File: config.mk
export PLATFORM = sky130hd
export DESIGN_NAME = altpcie_phase_step_arb
export DESIGN_NICKNAME = d
export VERILOG_FILES = /design/src/rtl/altpcie_phase_arb_pkg.sv /design/src/rtl/altpcie_rr_arb.sv /design/src/rtl/altpcie_phase_step_arb.sv
export SDC_FILE = /design/constraint.sdc
export NUM_CORES = 1
export LEC_CHECK = 0
export CAP_MARGIN = 5
export CORE_ASPECT_RATIO = 0.9
export CORE_MARGIN = 8
export CORE_UTILIZATION = 50
export DETAILED_ROUTE_END_ITERATION = 6
export PLACE_DENSITY_LB_ADDON = 0.1
export SETUP_SLACK_MARGIN = 0.02
export SYNTH_ARGS = -nofsm -noshare
export SYNTH_HDL_FRONTEND = slang
export SYNTH_SLANG_ARGS = --single-unit
File: constraint.sdc
create_clock -name clock -period 3.6 [get_ports clock]
set_input_delay 0.54 -clock clock [delete_from_list [all_inputs] [get_ports clock]]
set_output_delay 0.54 -clock clock [all_outputs]
set_load 0.02 [all_outputs]
File: src/rtl/altpcie_phase_arb_pkg.sv
// Shared types and constants for the PLL phase-step arbiter.
// Holds the arbiter FSM state encoding, a constant-safe clog2 helper and
// the default parameter values used by altpcie_phase_step_arb.
`timescale 1ns/1ps
package altpcie_phase_arb_pkg;

    typedef enum logic [2:0] {
        IDLE   = 3'd0,
        STEP   = 3'd1,
        WREL   = 3'd2,
        SETTLE = 3'd3,
        CMPL   = 3'd4
    } phase_state_e;

    localparam int DEF_NREQ       = 3;
    localparam int DEF_CNT_W      = 8;
    localparam int DEF_TIMEOUT    = 255;
    localparam int DEF_SETTLE_CYC = 4;
    localparam int DEF_POS_W      = 10;

    // Bits needed to hold values 0..value-1; never returns less than 1 so
    // that degenerate parameters still give a legal vector width.
    function automatic int clog2(input int value);
        int r;
        r = 0;
        for (int i = 0; i < 31; i++) begin
            if ((1 << i) < value) begin
                r = i + 1;
            end
        end
        return (r < 1) ? 1 : r;
    endfunction

endpackage

File: src/rtl/altpcie_rr_arb.sv
// Combinational round-robin picker: returns the first asserted request at or
// after the rotation pointer (wrapping), as both one-hot and binary index.
`timescale 1ns/1ps
module altpcie_rr_arb #(
    parameter int NREQ  = 3,
    parameter int IDX_W = 2
) (
    input  logic [NREQ-1:0]  i_req,
    input  logic [IDX_W-1:0] i_ptr,
    output logic [NREQ-1:0]  o_gnt,
    output logic [IDX_W-1:0] o_idx,
    output logic             o_any
);

    int w_pos;

    // Scan from the pointer upward, wrapping, and stop at the first request.
    always_comb begin
        o_gnt = '0;
        o_idx = '0;
        o_any = 1'b0;
        w_pos = 0;
        for (int k = 0; k < NREQ; k++) begin
            w_pos = int'(i_ptr) + k;
            if (w_pos >= NREQ) begin
                w_pos = w_pos - NREQ;
            end
            if (!o_any && i_req[w_pos]) begin
                o_any        = 1'b1;
                o_gnt[w_pos] = 1'b1;
                o_idx        = IDX_W'(w_pos);
            end
        end
    end

endmodule

File: src/rtl/altpcie_phase_step_arb.sv
// Round-robin owner arbitration for one PLL dynamic phase-shift port.
// The granted requester gets an N-step burst using the PhaseStep/PhaseDone
// handshake, with settle gaps between steps and a per-step timeout.
// Optional build macro PLL_PHASE_POS_TRACK_EN adds the POS_W parameter and a
// saturating signed net-position output phase_pos.
`timescale 1ns/1ps
module altpcie_phase_step_arb
    import altpcie_phase_arb_pkg::*;
#(
    parameter int NREQ       = DEF_NREQ,
    parameter int CNT_W      = DEF_CNT_W,
    parameter int TIMEOUT    = DEF_TIMEOUT,
    parameter int SETTLE_CYC = DEF_SETTLE_CYC
`ifdef PLL_PHASE_POS_TRACK_EN
    , parameter int POS_W    = DEF_POS_W
`endif
) (
    input  logic                  clock,
    input  logic                  rst,
    input  logic [NREQ-1:0]       req,
    input  logic [NREQ-1:0]       req_dir,
    input  logic [NREQ*CNT_W-1:0] req_cnt,
    output logic [NREQ-1:0]       grant,
    output logic [NREQ-1:0]       done,
    output logic                  err,
    output logic                  busy,
    output logic                  PhaseStep,
    output logic                  PhaseUpDown,
    input  logic                  PhaseDone
`ifdef PLL_PHASE_POS_TRACK_EN
    , output logic [POS_W-1:0]    phase_pos
`endif
);

    localparam int IDX_W = clog2(NREQ);
    localparam int TO_W  = clog2(TIMEOUT + 1);
    localparam int ST_W  = clog2(SETTLE_CYC + 1);

    localparam logic [TO_W-1:0]  TO_LAST     = TO_W'(TIMEOUT - 1);
    localparam logic [ST_W-1:0]  SETTLE_LAST = ST_W'((SETTLE_CYC == 0) ? 0 : SETTLE_CYC - 1);
    localparam logic [IDX_W-1:0] OWNER_LAST  = IDX_W'(NREQ - 1);

    phase_state_e r_state;
    phase_state_e w_next;

    logic [NREQ-1:0]  w_arb_gnt;
    logic [IDX_W-1:0] w_arb_idx;
    logic             w_arb_any;
    logic [CNT_W-1:0] w_win_cnt;
    logic             w_owner_req;
    logic             w_start;

    logic [IDX_W-1:0] r_ptr;
    logic [IDX_W-1:0] r_owner;
    logic [CNT_W-1:0] r_rem;
    logic [TO_W-1:0]  r_to_cnt;
    logic [ST_W-1:0]  r_settle_cnt;
    logic             r_err_q;

    logic [NREQ-1:0]  r_grant;
    logic [NREQ-1:0]  r_done;
    logic             r_err;
    logic             r_busy;
    logic             r_phase_step;
    logic             r_phase_updown;

    altpcie_rr_arb #(
        .NREQ  (NREQ),
        .IDX_W (IDX_W)
    ) u_rr_arb (
        .i_req (req),
        .i_ptr (r_ptr),
        .o_gnt (w_arb_gnt),
        .o_idx (w_arb_idx),
        .o_any (w_arb_any)
    );

    assign w_win_cnt   = req_cnt[int'(w_arb_idx) * CNT_W +: CNT_W];
    assign w_owner_req = req[r_owner];
    assign w_start     = (r_state == IDLE) && (w_next != IDLE);

    // State register.
    always_ff @(posedge clock) begin
        if (rst) begin
            r_state <= IDLE;
        end else begin
            r_state <= w_next;
        end
    end

    // Next-state logic. Arbitration and the settle-to-step move wait for
    // PhaseDone high so a new strobe never lands on a step still in flight
    // (e.g. one left over from a reset mid-burst).
    always_comb begin
        w_next = r_state;
        case (r_state)
            IDLE: begin
                if (w_arb_any && PhaseDone) begin
                    w_next = (w_win_cnt == '0) ? CMPL : STEP;
                end
            end
            STEP: begin
                if (!PhaseDone) begin
                    w_next = WREL;
                end else if (r_to_cnt == TO_LAST) begin
                    w_next = CMPL;
                end
            end
            WREL: begin
                if (PhaseDone) begin
                    if ((r_rem == '0) || !w_owner_req) begin
                        w_next = CMPL;
                    end else if (SETTLE_CYC == 0) begin
                        w_next = STEP;
                    end else begin
                        w_next = SETTLE;
                    end
                end
            end
            SETTLE: begin
                if (!w_owner_req) begin
                    w_next = CMPL;
                end else if ((r_settle_cnt == SETTLE_LAST) && PhaseDone) begin
                    w_next = STEP;
                end
            end
            CMPL: begin
                w_next = IDLE;
            end
            default: begin
                w_next = IDLE;
            end
        endcase
    end

    // Burst bookkeeping: owner and step budget latched at grant, step budget
    // counted down on each accepted step, timeout and settle timers.
    always_ff @(posedge clock) begin
        if (w_start) begin
            r_owner <= w_arb_idx;
            r_rem   <= w_win_cnt;
        end else if ((r_state == STEP) && !PhaseDone) begin
            r_rem   <= r_rem - 1'b1;
        end

        if ((w_next == STEP) && (r_state != STEP)) begin
            r_to_cnt <= '0;
        end else if (r_state == STEP) begin
            r_to_cnt <= r_to_cnt + 1'b1;
        end

        if (r_state != SETTLE) begin
            r_settle_cnt <= '0;
        end else begin
            r_settle_cnt <= r_settle_cnt + 1'b1;
        end
    end

    // Rotation pointer and timeout flag; the served owner drops to lowest
    // priority when its burst completes.
    always_ff @(posedge clock) begin
        if (rst) begin
            r_ptr   <= '0;
            r_err_q <= 1'b0;
        end else begin
            if (r_state == CMPL) begin
                r_ptr   <= (r_owner == OWNER_LAST) ? '0 : r_owner + 1'b1;
                r_err_q <= 1'b0;
            end else if ((r_state == STEP) && (w_next == CMPL)) begin
                r_err_q <= 1'b1;
            end
        end
    end

    // Registered outputs. Direction is captured at grant and held for the
    // whole burst; grant is released together with the done/err pulse.
    always_ff @(posedge clock) begin
        if (rst) begin
            r_grant        <= '0;
            r_done         <= '0;
            r_err          <= 1'b0;
            r_busy         <= 1'b0;
            r_phase_step   <= 1'b0;
            r_phase_updown <= 1'b0;
        end else begin
            r_busy       <= (w_next != IDLE);
            r_phase_step <= (w_next == STEP);
            r_done       <= (r_state == CMPL) ? r_grant : '0;
            r_err        <= (r_state == CMPL) && r_err_q;
            if (w_start) begin
                r_grant        <= w_arb_gnt;
                r_phase_updown <= req_dir[w_arb_idx];
            end else if (r_state == CMPL) begin
                r_grant        <= '0;
            end
        end
    end

    assign grant       = r_grant;
    assign done        = r_done;
    assign err         = r_err;
    assign busy        = r_busy;
    assign PhaseStep   = r_phase_step;
    assign PhaseUpDown = r_phase_updown;

`ifdef PLL_PHASE_POS_TRACK_EN
    localparam logic signed [POS_W-1:0] POS_MAX = {1'b0, {(POS_W-1){1'b1}}};
    localparam logic signed [POS_W-1:0] POS_MIN = {1'b1, {(POS_W-1){1'b0}}};
    localparam logic signed [POS_W-1:0] POS_ONE = {{(POS_W-1){1'b0}}, 1'b1};

    logic signed [POS_W-1:0] r_pos;

    // One step up or down, clamped at the signed range limits.
    function automatic logic signed [POS_W-1:0] pos_step(
        input logic signed [POS_W-1:0] pos,
        input logic                    up
    );
        if (up) begin
            return (pos == POS_MAX) ? pos : pos + POS_ONE;
        end
        return (pos == POS_MIN) ? pos : pos - POS_ONE;
    endfunction

    // Net position moves only when the PLL accepts a step.
    always_ff @(posedge clock) begin
        if (rst) begin
            r_pos <= '0;
        end else if ((r_state == STEP) && !PhaseDone) begin
            r_pos <= pos_step(r_pos, r_phase_updown);
        end
    end

    assign phase_pos = r_pos;
`endif

endmodule

==> metrics.txt, run 1 <==
worst-path cell chain inv_1 -> ha_1 -> mux2i_1 -> o22a_2 -> a211o_1 -> a21boi_0 -> a311oi_1 -> o31ai_1; outcome complete, no violations; vias in the first global route 2112; IO Pins 43; Slowest cell on crit path a211o_1; initial drt markers between 100 and 150; GRT Overall Usage 0.163; top_reg_cell synth dfxtp_1; CTS tree yes; Critical Path Stages 8; Via Count 2269; largest net degree at the start of global routing 22; worst r2r src r_ptr[0]; hold path endpoint r_settle_cnt[0]; Post-Synthesis Net Count approximately 330; Routed WL around 6000 um; Total Nets Final 362; Critical Setup Path Class flop to flop; Place WS 0.587 ns; worst-margin pin slew roughly 1.2 ns; via/cell ratio 5.89; slowest stage delay, CP roughly 0.44 ns; syn avg cell area just under 9 um^2; CP Max Fanout 18; leading area contributor after synthesis dfxtp_1; row count 24; Async S/R FF share, synth 0; IO Port Bufs 42; Post-CTS Hold Buffers 0; Clock Latency Late Sink approximately 0.3 ns; final worst-path cycle share 0.777; Synthesis Warnings 0; Critical Path Sink Type flop; global route total overflow 0; drt drc 0; synth-to-layout area growth 22.2%; DRT Pass-1 Iters 4; Initial Util 0.512; VDD IR max ~0.23 mV; Die X around 90 um; non-filler cells, final slightly below 400; MaxCap Viol Count 0; Setup violations, final 0; Hold WC Path Type flop to flop; cells after synthesis ~280; Critical Path RT between 3 and 4 ns; final worst slack approximately 0.8 ns; Sink Count 37; static leakage roughly 1.1 nW; post-route cell area 3010 um^2; diodes inserted 0; H-Tree Depth 2; PD cells between 300 and 400 nW/um^2; Worst-path clk slew ~0.08 ns; Register Area around 840 um^2; Netlist cell types 62; Final Hold Violating Endpoints 0; fillcell total approximately 450; top cell type's share of synthesized area 0.220; total power 1.18 mW; post-cts repair resize count 0; unrepaired setup endpoints after global routing false; DIE HEIGHT 82.5 um; CTS Buffer Depth 2; final worst path period need 2.80 ns; Setup TNS Final 0 ns; Post-Route Utilization 0.626; post-placement cell count 377; R2R setup slack between 0.8 and 0.9 ns; final slew viol count 0; Post-CTS Setup Repair Bufs 0; DP Area roughly 2900 um^2; Critical Path Start Type flop; Slew headroom 0.171; ratio of cells with drive above 1 in the final layout 0.0781; CTS buffer count 5; antenna violations before repair 0; hold slack roughly 0.42 ns; fmax about 360 MHz; CTS root buf clkbuf_8; DP Wirelength 4690 um; Fin Clk Skew 0.0123 ns; synthesized flop and latch total 37; Routed Antenna Nets 0; FF-to-FF path depth 8; Post-synth EDFFs 10; drt wl/cell 15.6 um; Hold Path Depth 1; top post-synthesis cells by area dfxtp_1 22%, edfxtp_1 12%, ha_1 5.1%; Synth Cell Area between 2000 and 2500 um^2; FF-to-FF End r_rem[6]; area of the multi-input gates between 1000 and 1500 um^2; Core Area just under 5000 um^2; register area share after synthesis 0.342; worst hold start r_settle_cnt[0]; crit path buf inv count 1; crit-path leading delay family compound AO/OA/AOI/OAI gates; CP arrival 2.85 ns; Placer Congestion about 0.9; first-pass GRT wire length 9880 um; Die Area roughly 7400 um^2
==> synthesized netlist by cell type, types with 4 or more instances <==
library cell  instances
o31ai_1              13
nor2_1               32
nand3b_1              4
nor3_1                6
nor4_1                7
clkbuf_1             10
nand3_1               9
dfxtp_1              27
a21oi_1               8
and2_1                6
a311oi_1             10
xor2_1                5
a21boi_0             11
inv_1                13
o211ai_1              4
ha_1                 10
and3_1                4
nand4_1               4
edfxtp_1             10
nand2b_1              5
o21ai_0               5
nand2_1              23
==> where the power goes <==
| group | internal, mW | total [mW] | switching [mW] |
|---|---|---|---|
| registers | 0.489 | 0.541 | 0.0515 |
| clock network | 0.155 | 0.309 | 0.154 |
| logic | 0.151 | 0.333 | 0.182 |
| total | 0.795 | 1.18 | 0.387 |
==> worst reg2reg max path: cells and delay by family (launching register included) <==
kind	cells	cell delay, ns
multiplexers	1	0.28
adder cells (fa/ha/maj)	1	0.42
flip-flops	1	0.39
AO/OA/AOI/OAI	5	1.38
buffers and inverters	1	0.08
==> state kept, by name, summed over array words and instances (netlist names) <==
name	cells
done	3
busy	1
r_ptr	2
r_owner	2
r_to_cnt	8
r_state	3
r_settle_cnt	3
r_err_q	1
PhaseUpDown	1
r_rem	8
grant	3
err	1
PhaseStep	1
==> cell type report <==
class,instances,area share
well taps,65,0.0271
clock inverters,2,0.00458
repair buffers,44,0.145
flip-flops and latches,37,0.280
clock buffers,6,0.0275
multi-input cells,216,0.498
inverters,15,0.0187
==> how the worst max path moves through the flow <==
| stage | startpoint | to | slack, ns |
|---|---|---|---|
| 6_report | r_ptr[0] | r_rem[6] | 0.80 |
| 5_1_grt | r_ptr[0] | r_rem[6] | 0.61 |
| 4_1_cts | r_ptr[0] | r_rem[6] | 0.84 |
| 3_5_place_dp | req[1] | r_to_cnt[4] | 0.59 |
| 3_3_place_gp | req[1] | r_to_cnt[6] | 0.66 |
| 2_1_floorplan | r_ptr[0] | r_rem[0] | 1.00 |
==> layer usage <==
layer  GRT usage  share of wire  vias to the layer above
li1            -              -                     1135
met1       0.208           0.49                     1054
met2       0.255           0.45                       76
met3      0.0388          0.058                        4
met4      0.0813         0.0080                        0
met5           0              0                        -
==> placed cells by master, fill, tap and decap left out, types with 7 or more instances in the layout <==
cell,Yosys,layout
o31ai_1,13,13
clkdlybuf4s50_1,0,42
a311oi_1,10,10
a21oi_1,8,8
nor2_1,32,32
dfxtp_1,27,27
nand3_1,9,9
nor4_1,7,7
a21boi_0,11,11
edfxtp_1,10,10
ha_1,10,10
nand2_1,23,23
inv_1,13,13
==> cell families after synthesis <==
logic type      share of synthesized area
buf+inv                            0.0499
simple gates                        0.244
mux                                0.0214
xor+xnor                           0.0285
compound gates                      0.263
flops                               0.342
fa+ha+maj                          0.0509
Note: power is estimated with default switching activity, not from simulation.
==> run 2, diff against run 1 <==
--- a/config.mk
+++ b/config.mk
@@ -8,7 +8,7 @@
 export CAP_MARGIN = 5
 export CORE_ASPECT_RATIO = 0.9
 export CORE_MARGIN = 8
-export CORE_UTILIZATION = 50
+export CORE_UTILIZATION = 48
 export DETAILED_ROUTE_END_ITERATION = 6
 export PLACE_DENSITY_LB_ADDON = 0.1
 export SETUP_SLACK_MARGIN = 0.02
==> constraint.sdc (replaced) <==
create_clock -name clock -period 2.27 [get_ports clock]
set_input_delay 0.3405 -clock clock [delete_from_list [all_inputs] [get_ports clock]]
set_output_delay 0.3405 -clock clock [all_outputs]
set_load 0.02 [all_outputs]
==> run 2 against run 1 <==
The flow now finishes with violations (negative setup slack). Maximum frequency is 14% higher. Cell area is 17% higher. Sequential cell count stayed put. Clock power is 44% higher. Combinational power is 110% higher. Non-clock buffer count is 54 higher. Setup slack worse by 0.99 ns. Power is 68% higher. Sequential power is 56% higher. First-iteration DRC count is 18% lower. Die area is 3.4% higher. Largest power group unchanged.
==> metrics.txt, run 2 (synthesis gave the netlist of run 1 again) <==
outcome finished, violations left; failing checks negative setup slack; CTS tree yes; VDD IR max 0.325 mV; drt drc 0; Routed WL 6360 um; Critical Path RT about 2.5 ns; row count 24; Fin Clk Skew 0.00924 ns; Final Hold Violating Endpoints 0; Critical Path Sink Type flop; Hold Path Depth 1; final worst-path cycle share 1.08; CTS Buffer Depth 2; antenna violations before repair 0; static leakage roughly 1.4 nW; GRT Overall Usage 0.167; vias in the first global route 2309; Die X 91.4 um; IO Port Bufs 42; leading cell type in the layout, fill and taps excluded buf_4; DRT Pass-1 Iters 5; Setup violations, final 28; Largest regs r_rem (8), r_to_cnt (8); H-Tree Depth 2; fmax slightly above 400 MHz; FF-to-FF path depth 8; worst-path cell chain inv_4 -> ha_4 -> mux2i_2 -> o22a_2 -> a211oi_2 -> or4b_4 -> o31a_1 -> a41o_1; commonest cells after routing, fill and taps aside 53 x buf_4, 42 x clkdlybuf4s50_1, 32 x nor2_1; non-filler cells, final approximately 440; R2R setup slack -0.19 ns; unrepaired setup endpoints after global routing true; CP Max Fanout 6; worst hold start r_settle_cnt[0]; Slew headroom 0.684; ratio of cells with drive above 1 in the final layout 0.251; crit path buf inv count 1; Place WS -0.422 ns; CTS buffer count 5; final worst slack -0.191 ns; first-pass GRT wire length approximately 11000 um; crit-path leading delay family compound AO/OA/AOI/OAI gates; diodes inserted 0; initial drt markers approximately 110; FF-to-FF End r_to_cnt[3]; CP arrival around 2.7 ns; post-placement cell count approximately 430; Slowest cell on crit path or4b_4; Clock Latency Late Sink roughly 0.30 ns; worst-margin pin slew roughly 0.47 ns; final slew viol count 0; Initial Util 0.502; Routed Antenna Nets 0; Critical Setup Path Class flop to flop; total power 1.99 mW; synth-to-layout area growth 43.1%; Worst-path clk slew ~0.07 ns; MaxCap Viol Count 0; fillcell total approximately 380; Placer Congestion 0.884; CTS root buf clkbuf_8; DP Wirelength ~5000 um; Register Area around 850 um^2; DIE HEIGHT 83.9 um; Total Nets Final approximately 420; hold path endpoint r_settle_cnt[0]; global route total overflow 0; IO Pins 43; Setup TNS Final -2.69 ns; Via Count about 2500; drt wl/cell approximately 14 um; via/cell ratio 5.59; Hold WC Path Type flop to flop; worst r2r src r_ptr[0]; Sink Count 37; Die Area between 7000 and 8000 um^2; area of the multi-input gates between 1500 and 2000 um^2; Critical Path Start Type flop; largest net degree at the start of global routing 17; slowest stage delay, CP roughly 0.52 ns; Core Area 4890 um^2; Post-CTS Hold Buffers 0; final worst path period need approximately 2.5 ns; PD cells between 500 and 600 nW/um^2
-- run 2: cell type report --
cell class,count,area share
clock buffers,7,0.0217
inverters,15,0.0181
flip-flops and latches,37,0.240
well taps,65,0.0231
clock inverters,1,0.00142
multi-input cells,216,0.450
repair buffers,98,0.245
-- run 2: repair_timing --
item,4_1_cts,5_1_grt
setup endpoints to repair,30,34
buffers inserted,2,1
gates resized for setup,13,4
pin swaps,9,0
-- run 2: metrics by stage --
step           cell area [um^2]  hold slack, ns   util
2_1_floorplan              2530           0.398      -
3_3_place_gp               3360           0.411  0.687
3_5_place_dp               3360           0.418  0.687
4_1_cts                    3490           0.428  0.713
5_1_grt                    3520           0.458  0.719
6_report                   3520           0.421  0.719
-- run 2: metal layers --
| metal | up-vias | share of wire | GRT usage |
|---|---|---|---|
| li1 | 1241 | - | - |
| met1 | 1149 | 0.50 | 0.214 |
| met2 | 56 | 0.45 | 0.260 |
| met3 | 8 | 0.038 | 0.0351 |
| met4 | 0 | 0.017 | 0.0728 |
| met5 | - | 0 | 0 |
-- run 2: how the worst max path moves through the flow --
stage          slack [ns]     endpoint  startpoint  depth (start not counted)
2_1_floorplan       -0.13  r_to_cnt[1]    r_ptr[0]                          9
3_5_place_dp        -0.42  r_to_cnt[3]      req[1]                          8
4_1_cts             -0.18  r_to_cnt[3]    r_ptr[0]                          8
3_3_place_gp        -0.37  r_to_cnt[6]      req[1]                          8
5_1_grt             -0.29  r_to_cnt[6]    r_ptr[1]                          9
6_report            -0.19  r_to_cnt[3]    r_ptr[0]                          8
-- run 2: report_power, final --
part | internal (mW) | switching (mW)
clock | 0.215 | 0.229
sequential | 0.773 | 0.0725
combinational | 0.355 | 0.341
total | 1.34 | 0.643
==> run 3, diff against run 2 <==
--- a/config.mk
+++ b/config.mk
@@ -8,10 +8,11 @@
 export CAP_MARGIN = 5
 export CORE_ASPECT_RATIO = 0.9
 export CORE_MARGIN = 8
-export CORE_UTILIZATION = 48
+export CORE_UTILIZATION = 28
 export DETAILED_ROUTE_END_ITERATION = 6
 export PLACE_DENSITY_LB_ADDON = 0.1
 export SETUP_SLACK_MARGIN = 0.02
 export SYNTH_ARGS = -nofsm -noshare
 export SYNTH_HDL_FRONTEND = slang
+export SYNTH_HIERARCHICAL = 1
 export SYNTH_SLANG_ARGS = --single-unit
==> run 3 against run 2 <==
The flow still finishes with violations (negative setup slack). Setup slack got worse by 0.66 ns. Count of clock-buffer cells in the layout is 2 lower. Sequential cell count unchanged. Die area is 47% higher. Via count is 5.6% lower. Clock power up 11%. Critical path type unchanged. Critical endpoint is now r_to_cnt[7].
==> metrics.txt, run 3 <==
DIE HEIGHT between 100 and 150 um; hold path endpoint r_settle_cnt[0]; PD cells 497 nW/um^2; Via Count 2317; Post-synth EDFFs 10; most frequent cell after synthesis dfxtp_1; Placer Congestion ~0.8; Synthesis Warnings 6; Die X 111 um; total power slightly below 2 mW; Post-Synthesis Net Count ~300; final worst slack -0.846 ns; CTS buffer count 5; diodes inserted 0; fmax between 300 and 400 MHz; final worst path period need 3.12 ns; top post-synthesis cells by area dfxtp_1 24%, edfxtp_1 13%, mux2i_1 5.7%; IO Port Bufs 42; via/cell ratio approximately 4.9; CP Max Fanout 7; FF-to-FF End r_to_cnt[7]; vias in the first global route between 2000 and 2500; area of the multi-input gates 1740 um^2; final slew viol count 0; largest net degree at the start of global routing 15; Initial Util 0.285; worst-margin pin slew roughly 0.68 ns; synthesized flop and latch total 37; Critical Setup Path Class flop to flop; CTS Buffer Depth 2; antenna violations before repair 0; Hold WC Path Type flop to flop; initial drt markers 82; MaxCap Viol Count 0; R2R setup slack -0.85 ns; Register Area approximately 850 um^2; top cells by count, synth 27 x dfxtp_1, 23 x a21oi_1, 22 x nor2_1; worst hold start r_settle_cnt[0]; leading cell type in the layout, fill and taps excluded buf_4; Critical Path Start Type flop; Routed Antenna Nets 0; DP Wirelength between 5000 and 6000 um; CTS tree yes; IO Pins 43; Final Hold Violating Endpoints 0; first-pass GRT wire length around 12000 um; commonest cells after routing, fill and taps aside 63 x buf_4, 42 x clkdlybuf4s50_1, 25 x dfxtp_1; Critical Path Sink Type flop; static leakage ~1.5 nW; synth-to-layout area growth 74.0%; Hold Path Depth 1; DP Area 3240 um^2; ratio of cells with drive above 1 in the final layout 0.412; Core Area about 8000 um^2; Setup violations, final 34; outcome finished, violations left; FF-to-FF path depth 15; H-Tree Depth 2; syn avg cell area 8.94 um^2; leading area contributor after synthesis dfxtp_1; Synth Cell Area 2280 um^2; top cell type's share of synthesized area 0.237; Total Nets Final between 400 and 500; cells after synthesis between 200 and 300; fillcell total 729; VDD IR max roughly 0.36 mV; unrepaired setup endpoints after global routing true; final worst-path cycle share 1.37; CP arrival 3.35 ns; Netlist cell types 56; Slew headroom 0.546; Worst-path clk slew about 0.09 ns; DRT Pass-1 Iters 4; Largest regs r_rem (8), r_to_cnt (8); global route total overflow 0; failing checks negative setup slack; Clock Latency Late Sink a little under 0.3 ns; Die Area 11300 um^2; drt wl/cell 15.5 um; drt drc 0; top_reg_cell synth dfxtp_1; Routed WL between 7000 and 8000 um; worst r2r src r_ptr[0]; Async S/R FF share, synth 0; row count 31; CTS root buf clkbuf_8; Sink Count 37; Fin Clk Skew 0.00760 ns; register area share after synthesis 0.369; post-route cell area 3970 um^2; GRT Overall Usage 0.127; Critical Path RT between 2 and 3 ns
run 3: timing repair:
| item | in CTS | in global routing |
|---|---|---|
| setup endpoints to repair | 35 | 35 |
| resized for setup | 45 | 47 |
| hold buffers | 0 | 0 |
| pin swaps | 16 | 23 |
| gates cloned | 1 | 0 |
| buffers inserted | 12 | 13 |
run 3: how the worst max path moves through the flow:
stage / end / from / depth (start not counted)
2_1_floorplan: r_to_cnt[6] / r_ptr[1] / 15
4_1_cts: r_to_cnt[4] / r_ptr[0] / 15
3_3_place_gp: busy / req[2] / 12
6_report: r_to_cnt[7] / r_ptr[0] / 15
3_5_place_dp: r_to_cnt[3] / req[0] / 14
5_1_grt: r_to_cnt[0] / r_ptr[0] / 17
run 3: final cells by class:
type	count	share of cell area
multi-input cells	192	0.439
repair buffers	121	0.278
clock inverters	3	0.00631
clock buffers	5	0.0174
flip-flops and latches	37	0.213
repair inverters	1	0.00189
inverters	12	0.0126
well taps	99	0.0312
run 3: metrics by stage:
stage          hold slack, ns  instances  setup TNS (ns)   util  setup slack, ns
2_1_floorplan           0.397        255           -8.54      -           -0.669
3_3_place_gp            0.413        440          -24.67  0.405            -1.11
3_5_place_dp            0.428        440          -23.50  0.405            -1.18
4_1_cts                 0.441        461          -13.74  0.458           -0.842
5_1_grt                 0.459        470          -17.46  0.496           -0.991
6_report                0.429        470          -13.01  0.496           -0.846
run 3: per-layer routing:
layer | global-route usage | vias to the layer above | wire length [um]
li1 | - | 1165 | -
met1 | 0.179 | 1088 | 3760
met2 | 0.194 | 59 | 3110
met3 | 0.0278 | 5 | 347
met4 | 0.0246 | 0 | 40
met5 | 0 | - | 0
run 3: critical path, stage by stage (launching register included):
cell,delay [ns]
dfxtp_2,0.34
buf_6,0.11
ha_4,0.17
mux2i_4,0.19
mux2i_4,0.22
mux2i_2,0.29
nor2_4,0.09
buf_6,0.13
mux2i_1,0.17
a2bb2oi_2,0.20
nor4bb_4,0.36
a21oi_2,0.12
a311oi_4,0.27
buf_6,0.17
nor2_4,0.07
a21oi_2,0.13
run 3: power by group:
group | leakage, nW | internal (mW) | switching [mW] | total [mW]
Combinational | 1.12 | 0.375 | 0.313 | 0.688
Clock | 0.0447 | 0.222 | 0.269 | 0.491
Sequential | 0.317 | 0.744 | 0.0467 | 0.791
run 3: cells by family (layout without fill, tap and decap cells):
logic type,Yosys count,in the layout,synth area share
simple gates,93,93,0.217
compound gates,67,67,0.204
flops,37,37,0.369
buf+inv,26,142,0.0522
mux,15,15,0.0769
fa+ha+maj,9,9,0.0494
xor+xnor,8,8,0.0307
